`config.mk`:
```
export PLATFORM = sky130hd
export DESIGN_NAME = csr_access_unit
export DESIGN_NICKNAME = d
export VERILOG_FILES = /design/src/rtl/csr_pkg.sv /design/src/rtl/csr_op_decode.sv /design/src/rtl/csr_access_unit.sv
export SDC_FILE = /design/constraint.sdc
export NUM_CORES = 1
export LEC_CHECK = 0
export BUFFER_PORTS_ARGS = -buffer_cell sky130_fd_sc_hd__buf_2
export CORE_UTILIZATION = 49
export CTS_CLUSTER_SIZE = 24
export DETAILED_ROUTE_END_ITERATION = 16
export GPL_ROUTABILITY_DRIVEN = 0
export GPL_TIMING_DRIVEN = 0
export PLACE_DENSITY = 0.84
export SLEW_MARGIN = 0
export SYNTH_ARGS = -nofsm -noshare
export SYNTH_HDL_FRONTEND = slang
export SYNTH_HIERARCHICAL = 1
export SYNTH_SLANG_ARGS = --single-unit
```
`constraint.sdc`:
```
create_clock -name clk -period 3.7 [get_ports clk]
set_clock_uncertainty 0.05 [all_clocks]
set_input_delay 1.11 -clock clk [delete_from_list [all_inputs] [get_ports clk]]
set_output_delay 1.11 -clock clk [all_outputs]
set_load 0.1 [all_outputs]
```
`src/rtl/csr_pkg.sv`:
```
// Shared definitions for the CSR access unit: Zicsr funct3 encodings,
// well-known CSR addresses and the access FSM state encoding.
package csr_pkg;

  localparam logic [2:0] F3_RW  = 3'b001;
  localparam logic [2:0] F3_RS  = 3'b010;
  localparam logic [2:0] F3_RC  = 3'b011;
  localparam logic [2:0] F3_RWI = 3'b101;
  localparam logic [2:0] F3_RSI = 3'b110;
  localparam logic [2:0] F3_RCI = 3'b111;

  localparam logic [11:0] CSR_CYCLE    = 12'hC00;
  localparam logic [11:0] CSR_CYCLEH   = 12'hC80;
  localparam logic [11:0] CSR_TIME     = 12'hC01;
  localparam logic [11:0] CSR_TIMEH    = 12'hC81;
  localparam logic [11:0] CSR_INSTRET  = 12'hC02;
  localparam logic [11:0] CSR_INSTRETH = 12'hC82;
  localparam logic [11:0] CSR_MHARTID  = 12'hF14;

  typedef enum logic [1:0] {
    S_IDLE  = 2'd0,
    S_ADDR  = 2'd1,
    S_WRITE = 2'd2,
    S_RESP  = 2'd3
  } state_e;

endpackage

```
`src/rtl/csr_op_decode.sv`:
```
// Combinational Zicsr operation classifier. The CSR file only supports
// read and OR-set, so write and non-trivial clear forms are flagged illegal.
// Optional macro CSR_RO_CHECK_EN: reject set-writes into read-only space
// (addr[11:10] == 2'b11).
module csr_op_decode
  import csr_pkg::*;
#(
  parameter int XLEN = 32
) (
  input  logic [2:0]      funct3,
  input  logic [XLEN-1:0] mask,
  input  logic [11:0]     addr,
  output logic            is_set,
  output logic            is_write,
  output logic            illegal
);

  logic mask_nz;
  logic decode_unused;

  // Bit 2 only selects the mask source upstream; the address is used only
  // by the optional read-only check.
  assign decode_unused = funct3[2] ^ (^addr);

  // Classify the op and flag anything the CSR file cannot perform.
  always_comb begin
    mask_nz  = |mask;
    is_set   = (funct3[1:0] == 2'b10);
    is_write = is_set && mask_nz;
    illegal  = 1'b0;
    case (funct3[1:0])
      2'b00:   illegal = 1'b1;    // 000 / 100 are not Zicsr ops
      2'b01:   illegal = 1'b1;    // overwrite forms unsupported
      2'b11:   illegal = mask_nz; // clear with zero mask is a pure read
      default: illegal = 1'b0;
    endcase
`ifdef CSR_RO_CHECK_EN
    if (is_write && (addr[11:10] == 2'b11)) illegal = 1'b1;
`endif
  end

endmodule

```
`src/rtl/csr_access_unit.sv`:
```
// Initiator side of the CSR interface: runs one Zicsr instruction at a time,
// IDLE -> ADDR (READ_WAIT cycles) -> WRITE -> RESP, returning the old CSR
// value to the register file.
// Optional macro CSR_RO_CHECK_EN (see csr_op_decode) enables the
// read-only address check.
module csr_access_unit
  import csr_pkg::*;
#(
  parameter int READ_WAIT = 1,
  parameter int XLEN      = 32
) (
  input  logic            clk,
  input  logic            res,
  input  logic            start,
  input  logic [2:0]      funct3,
  input  logic [11:0]     csr_addr_in,
  input  logic [XLEN-1:0] rs1_data,
  input  logic [4:0]      uimm,
  input  logic [4:0]      rd_in,
  output logic            csr_request,
  output logic [11:0]     csr_A,
  output logic [XLEN-1:0] csr_mode,
  input  logic [XLEN-1:0] csr_Q,
  output logic            busy,
  output logic            done,
  output logic            illegal,
  output logic            rd_we,
  output logic [4:0]      rd_waddr,
  output logic [XLEN-1:0] rd_wdata
);

  localparam logic [3:0] RW_CNT = 4'(READ_WAIT);

  state_e          state_q, state_d;
  logic [3:0]      cnt_q, cnt_d;
  logic [2:0]      f3_q, f3_d;
  logic [11:0]     addr_q, addr_d;
  logic [XLEN-1:0] mask_q, mask_d;
  logic [4:0]      rd_q, rd_d;
  logic [XLEN-1:0] old_q, old_d;

  logic [XLEN-1:0] mask_in;
  logic            dec_is_set, dec_is_write, dec_illegal;
  logic            do_req;

  assign mask_in = funct3[2] ? {{(XLEN-5){1'b0}}, uimm} : rs1_data;

  csr_op_decode #(.XLEN(XLEN)) u_dec (
    .funct3   (f3_q),
    .mask     (mask_q),
    .addr     (addr_q),
    .is_set   (dec_is_set),
    .is_write (dec_is_write),
    .illegal  (dec_illegal)
  );

  assign do_req = dec_is_set && dec_is_write && !dec_illegal;

  // Next-state logic: latch the command in IDLE, count out the read wait,
  // capture the old value on the last ADDR edge.
  always_comb begin
    state_d = state_q;
    cnt_d   = cnt_q;
    f3_d    = f3_q;
    addr_d  = addr_q;
    mask_d  = mask_q;
    rd_d    = rd_q;
    old_d   = old_q;
    case (state_q)
      S_IDLE: begin
        if (start) begin
          f3_d    = funct3;
          addr_d  = csr_addr_in;
          mask_d  = mask_in;
          rd_d    = rd_in;
          cnt_d   = RW_CNT;
          state_d = S_ADDR;
        end
      end
      S_ADDR: begin
        if (cnt_q <= 4'd1) begin
          old_d   = csr_Q;
          state_d = S_WRITE;
        end else begin
          cnt_d = cnt_q - 4'd1;
        end
      end
      S_WRITE: state_d = S_RESP;
      S_RESP:  state_d = S_IDLE;
      default: state_d = S_IDLE;
    endcase
  end

  // State and command registers; reset aborts any command in flight.
  always_ff @(posedge clk or posedge res) begin
    if (res) begin
      state_q <= S_IDLE;
      cnt_q   <= '0;
      f3_q    <= '0;
      addr_q  <= '0;
      mask_q  <= '0;
      rd_q    <= '0;
      old_q   <= '0;
    end else begin
      state_q <= state_d;
      cnt_q   <= cnt_d;
      f3_q    <= f3_d;
      addr_q  <= addr_d;
      mask_q  <= mask_d;
      rd_q    <= rd_d;
      old_q   <= old_d;
    end
  end

  // Outputs decoded from state so that reset forces them all low at once.
  always_comb begin
    csr_request = 1'b0;
    csr_A       = '0;
    csr_mode    = '0;
    busy        = 1'b0;
    done        = 1'b0;
    illegal     = 1'b0;
    rd_we       = 1'b0;
    rd_waddr    = '0;
    rd_wdata    = '0;
    case (state_q)
      S_ADDR: begin
        busy  = 1'b1;
        csr_A = addr_q;
      end
      S_WRITE: begin
        busy  = 1'b1;
        csr_A = addr_q;
        if (do_req) begin
          csr_request = 1'b1;
          csr_mode    = mask_q;
        end
      end
      S_RESP: begin
        busy = 1'b1;
        done = 1'b1;
        if (dec_illegal) begin
          illegal = 1'b1;
        end else if (rd_q != 5'd0) begin
          rd_we    = 1'b1;
          rd_waddr = rd_q;
          rd_wdata = old_q;
        end
      end
      default: ;
    endcase
  end

endmodule

```
# [Word level (Yosys, flattened, before mapping)]
# Cells that the tools add are included.
[classes] add_sub_neg=1 multipliers=0 n_div=0 magnitude_cmp=1 eq_ne=9 shift=0 mux=26 n_bitwise=0 reduce_logical=16
[op_table] operator="$mux W32" count=6
[op_table] operator="$reduce_or A32 Y1" count=1
[op_table] operator="$mux W5" count=3
[op_table] operator="$mux W12" count=1
[op_table] operator="$mux W1" count=9
[op_table] operator="$eq A2 B2 Y1 const B" count=4
[op_table] operator="$mux W4" count=2
[op_table] operator="$pmux W2 S4" count=1
[op_table] operator="$pmux W4 S2" count=1
[op_table] operator="$ne A2 B2 Y1 const B" count=3
[op_table] operator="$reduce_and A2 Y1" count=3
[op_table] operator="$reduce_bool A5 Y1" count=1
[op_table] operator="$eq A2 B1 Y1 const B" count=2
[op_table] operator="$le A4 B1 Y1 const B" count=1
[op_table] operator="$logic_not A2 Y1" count=2
[op_table] operator="$mux W2" count=2
[op_table] operator="$reduce_or A2 Y1" count=2
[op_table] operator="$sub A4 B1 Y4 const B" count=1
[op_table] operator="$logic_and A1 B1 Y1" count=3
[op_table] operator="$reduce_and A3 Y1" count=1
[op_table] operator="$reduce_or A3 Y1" count=1
[op_table] operator="$pmux W1 S2" count=1
[op_table] operator="$reduce_bool A2 Y1" count=1
[op_table] operator="$logic_not A1 Y1" count=1
[totals] ff_bits=89 latchBits=0 ram_bits=0 romBits=0 in_bits=92 output_inout_bits=86 word_cells=60 memories=0

# [Logic depth before layout (Yosys ltp)]
[depth] depth_word=7 mapped_depth=8 ltp_nobuf=7

# [By module]
# The synthesis kept the hierarchy.
[by_module_without_submodules] mod="csr_access_unit" instances=1 cells_each=389 area_per_inst_um2=4394.2 seq_area_each_um2=2252.2
[by_module_without_submodules] mod="csr_op_decode" instances=1 cells_each=14 area_per_inst_um2=91.3 seq_area_each_um2=0.0

# [Worst setup path after synthesis]
# Ideal clock, no wire load.
[synth_path] path_type="reg-to-output" start="register mask_q[26]" end="output csr_mode[22]" arrival_ns=3.132 t_required_ns=2.540 path_slack_ns=-0.592 path_stages_with_launch=8 path_buffers=1 cell_sequence="dfrtp_1 -> nor4_1 -> nand4_1 -> o21ai_1 -> nand2_1 -> and4b_1 -> clkbuf_1 -> and2_1"
[synth_via] elab_chain_cells=6 word_cells_on_any_way=8 classes_between="mux: 3; reduce/logical: 5"
[synth_lines] item="start, declared" line_no="csr_access_unit.sv:38" text="logic [XLEN-1:0] mask_q, mask_d;"
[synth_lines] item="start signal, assigned" line_no="csr_access_unit.sv:109" text="mask_q <= mask_d;"
[synth_lines] item="$reduce_or A32 Y1" line_no="csr_op_decode.sv:27" text="mask_nz = |mask;"
[synth_lines] item="$pmux W1 S2" line_no="csr_op_decode.sv:31" text="case (funct3[1:0])"
[synth_lines] item="named net dec_illegal" line_no="csr_access_unit.sv:43" text="logic dec_is_set, dec_is_write, dec_illegal;"
[synth_lines] item="$logic_not A1 Y1" line_no="csr_access_unit.sv:57" text="assign do_req = dec_is_set && dec_is_write && !dec_illegal;"
[synth_lines] item="$logic_and A1 B1 Y1" line_no="csr_access_unit.sv:57"
[synth_lines] item="$mux W32" line_no="csr_access_unit.sv:134" text="if (do_req) begin"
[synth_lines] item="$mux W32" line_no="csr_access_unit.sv:126" text="case (state_q)"
[synth_lines] item="end, declared" line_no="csr_access_unit.sv:22" text="output logic [XLEN-1:0] csr_mode,"
# The timed path passes the listed nets, and every way through them passes these cells.

# [Worst setup path after layout]
[layout_path] start="register mask_q[3]" end="output csr_mode[12]"
# The elaborated chain is that of the path after synthesis.

==> metrics <==
most frequent cells in the layout=buf_2, dfrtp_1, buf_12, and2_4, mux2_2; vias in the first global route=3869; post-synthesis area per instance=11.1 µm²; commonest non-fill, non-tap cell in the layout=buf_2; Final period util=100%; Port Buffers=177; worst path cell trace=nor4_2 -> nand4_1 -> o21ai_1 -> nand2_2 -> and4b_4 -> buf_8 -> and2_1 -> buf_12; Worst path depth=8; Routed Antenna Nets=0; Clock transition at path regs=0.09 ns; maximum fanout along the worst path=10; CTS Hold Bufs=0; Initial Util=50.8%; Slew @ Worst Pin=0.535 ns; fin crit period=3.70 ns; non-filler cells, final=705; Top Metal Used=met4; Metal-1 WL=5090 µm; Mapped Nets=500; CTS Buffer Depth=2; delay-heaviest family, CP=simple AND/OR/NAND/NOR gates; die width=97.3 µm; Overflow after GRT=0; worst skew pair latency=0.34 ns; initial antenna violation count=0; Worst Setup SP=mask_q[3]$_DFFE_PP0P_; reg-to-reg setup timing slack=1.60 ns; largest net degree at the start of global routing=56; met3 WL=880 µm; Synth Instances=401; DR WL/cell=18.3 µm; slowest CP cell=dfrtp_1; First-pass DRT Iterations=4; Post-Route Setup TNS=-0.00461 ns; kind of critical path=flip-flop to output pin; Final HPWL DP=7620 µm; H-tree Lvls=3; placed cells=687; Buf/Inv on CP=2; Total Routing Usage GR=25.6%; failing checks=setup timing; DIE AREA=9470 µm²; 1st-iter DRT viols=134; ANT cells=0; highest cell delay on the worst timing path=0.42 ns; Final setup viols=2; layout cells sized above 1=56.3%; outcome=finished with violations; # rows=34; final WL=12900 µm; Worst R2R Path Depth=6; drc violations=0; Area Growth Syn to Fin=54.3%; static leakage=3.22 nW; TritonCTS clock tree=yes; total number of yosys warnings=6; Reg2Reg Launch Point=state_q[1]$_DFFE_PP0P_; reg2reg end=old_q[10]$_DFFE_PP0P_; Sink Count=89; worst rel slew slack=64.3%; final hold violations=0; Power Dens Cells=823 nW/µm²; Final Max Slew Viols=0; Worst Slack Setup Final=-0.00367 ns; FMAX=0.270 GHz; RSZ-0062 raised after global routing=yes; Startpoint Class=flip-flop; DR vias=3760; Crit. End Element=output pin; Routed met2 length=6650 µm; arrival time worst endpoint=2.54 ns; Syn Std Cell Area=4450 µm²; first-pass GRT wire length=19200 µm; class of the worst hold path=flip-flop to flip-flop; Via density=5.33; WP data required=2.54 ns; IO Pins=178; clk root buf=clkbuf_8; Max-Cap Viols=0; worst ir drop on vdd=0.00117 V; core area=8760 µm²; Final nets=691; crit path to=csr_mode[12]; CTS Buf Count=9; Die Height=97.3 µm
layer usage:
layer / vias to the layer above / global-route usage, %
met5: - / 0
met4: 0 / 9.05
met3: 27 / 6.62
met2: 182 / 44.9
met1: 1838 / 30.2
li1: 1713 / -
worst min-delay path by stage:
stage                               start               endpoint  slack [ns]  cells after the start
floorplan           old_q[23]$_DFFE_PP0P_  old_q[23]$_DFFE_PP0P_        0.41                      1
global placement    old_q[24]$_DFFE_PP0P_  old_q[24]$_DFFE_PP0P_        0.42                      1
detailed placement  old_q[24]$_DFFE_PP0P_  old_q[24]$_DFFE_PP0P_        0.43                      1
CTS                 old_q[24]$_DFFE_PP0P_  old_q[24]$_DFFE_PP0P_        0.45                      1
global route        addr_q[2]$_DFFE_PP0P_  addr_q[2]$_DFFE_PP0P_        0.47                      1
finish              addr_q[3]$_DFFE_PP0P_  addr_q[3]$_DFFE_PP0P_        0.46                      1
metrics by stage:
stage / hold WS (ns) / power, mW / util, % / setup WS (ns) / cell area (µm²)
after global routing: 0.474 / 5.92 / 78.3 / -0.111 / 6870
after floorplan: 0.408 / 4.03 / - / 0.165 / 4460
after global placement: 0.424 / 4.46 / 62.6 / -0.780 / 5490
after detailed placement: 0.430 / 4.54 / 62.9 / -0.0370 / 5520
final: 0.455 / 5.65 / 78.3 / -0.00367 / 6870
after CTS: 0.449 / 5.41 / 73.3 / -0.00683 / 6430
cell type report:
type,count,area [µm²]
multi-input combinational,282,2220
fill,518,1900
sequential,89,2230
clock inverter,3,46.3
timing repair buffer,180,1870
buffer,23,166
inverter,7,28.8
clock buffer,13,179
tap,108,135
worst reg2reg max path, stage by stage (launching register included):
cell,delay (ns)
dfrtp_1,0.42
inv_1,0.11
ha_1,0.14
buf_2,0.19
nor4b_4,0.41
buf_4,0.28
mux2_2,0.38
sequential cells by signal, summed over array words and instances (netlist names):
register / flops
state_q: 2
old_q: 32
mask_q: 32
cnt_q: 4
addr_q: 12
f3_q: 2
rd_q: 5
what timing repair did:
action / in CTS / in global routing
pin swaps: 3 / 15
setup endpoints to repair: 71 / 63
gates cloned: 0 / 1
gates resized for setup: 196 / 115
setup buffers: 0 / 1
power breakdown:
part / total, mW / leakage [nW] / switching (mW) / internal [mW]
clock: 0.730 / 0.112 / 0.342 / 0.388
combinational: 3.12 / 2.02 / 2.08 / 1.04
sequential: 1.80 / 1.09 / 0.365 / 1.44
No activity file was read; power rests on OpenSTA's default activity.
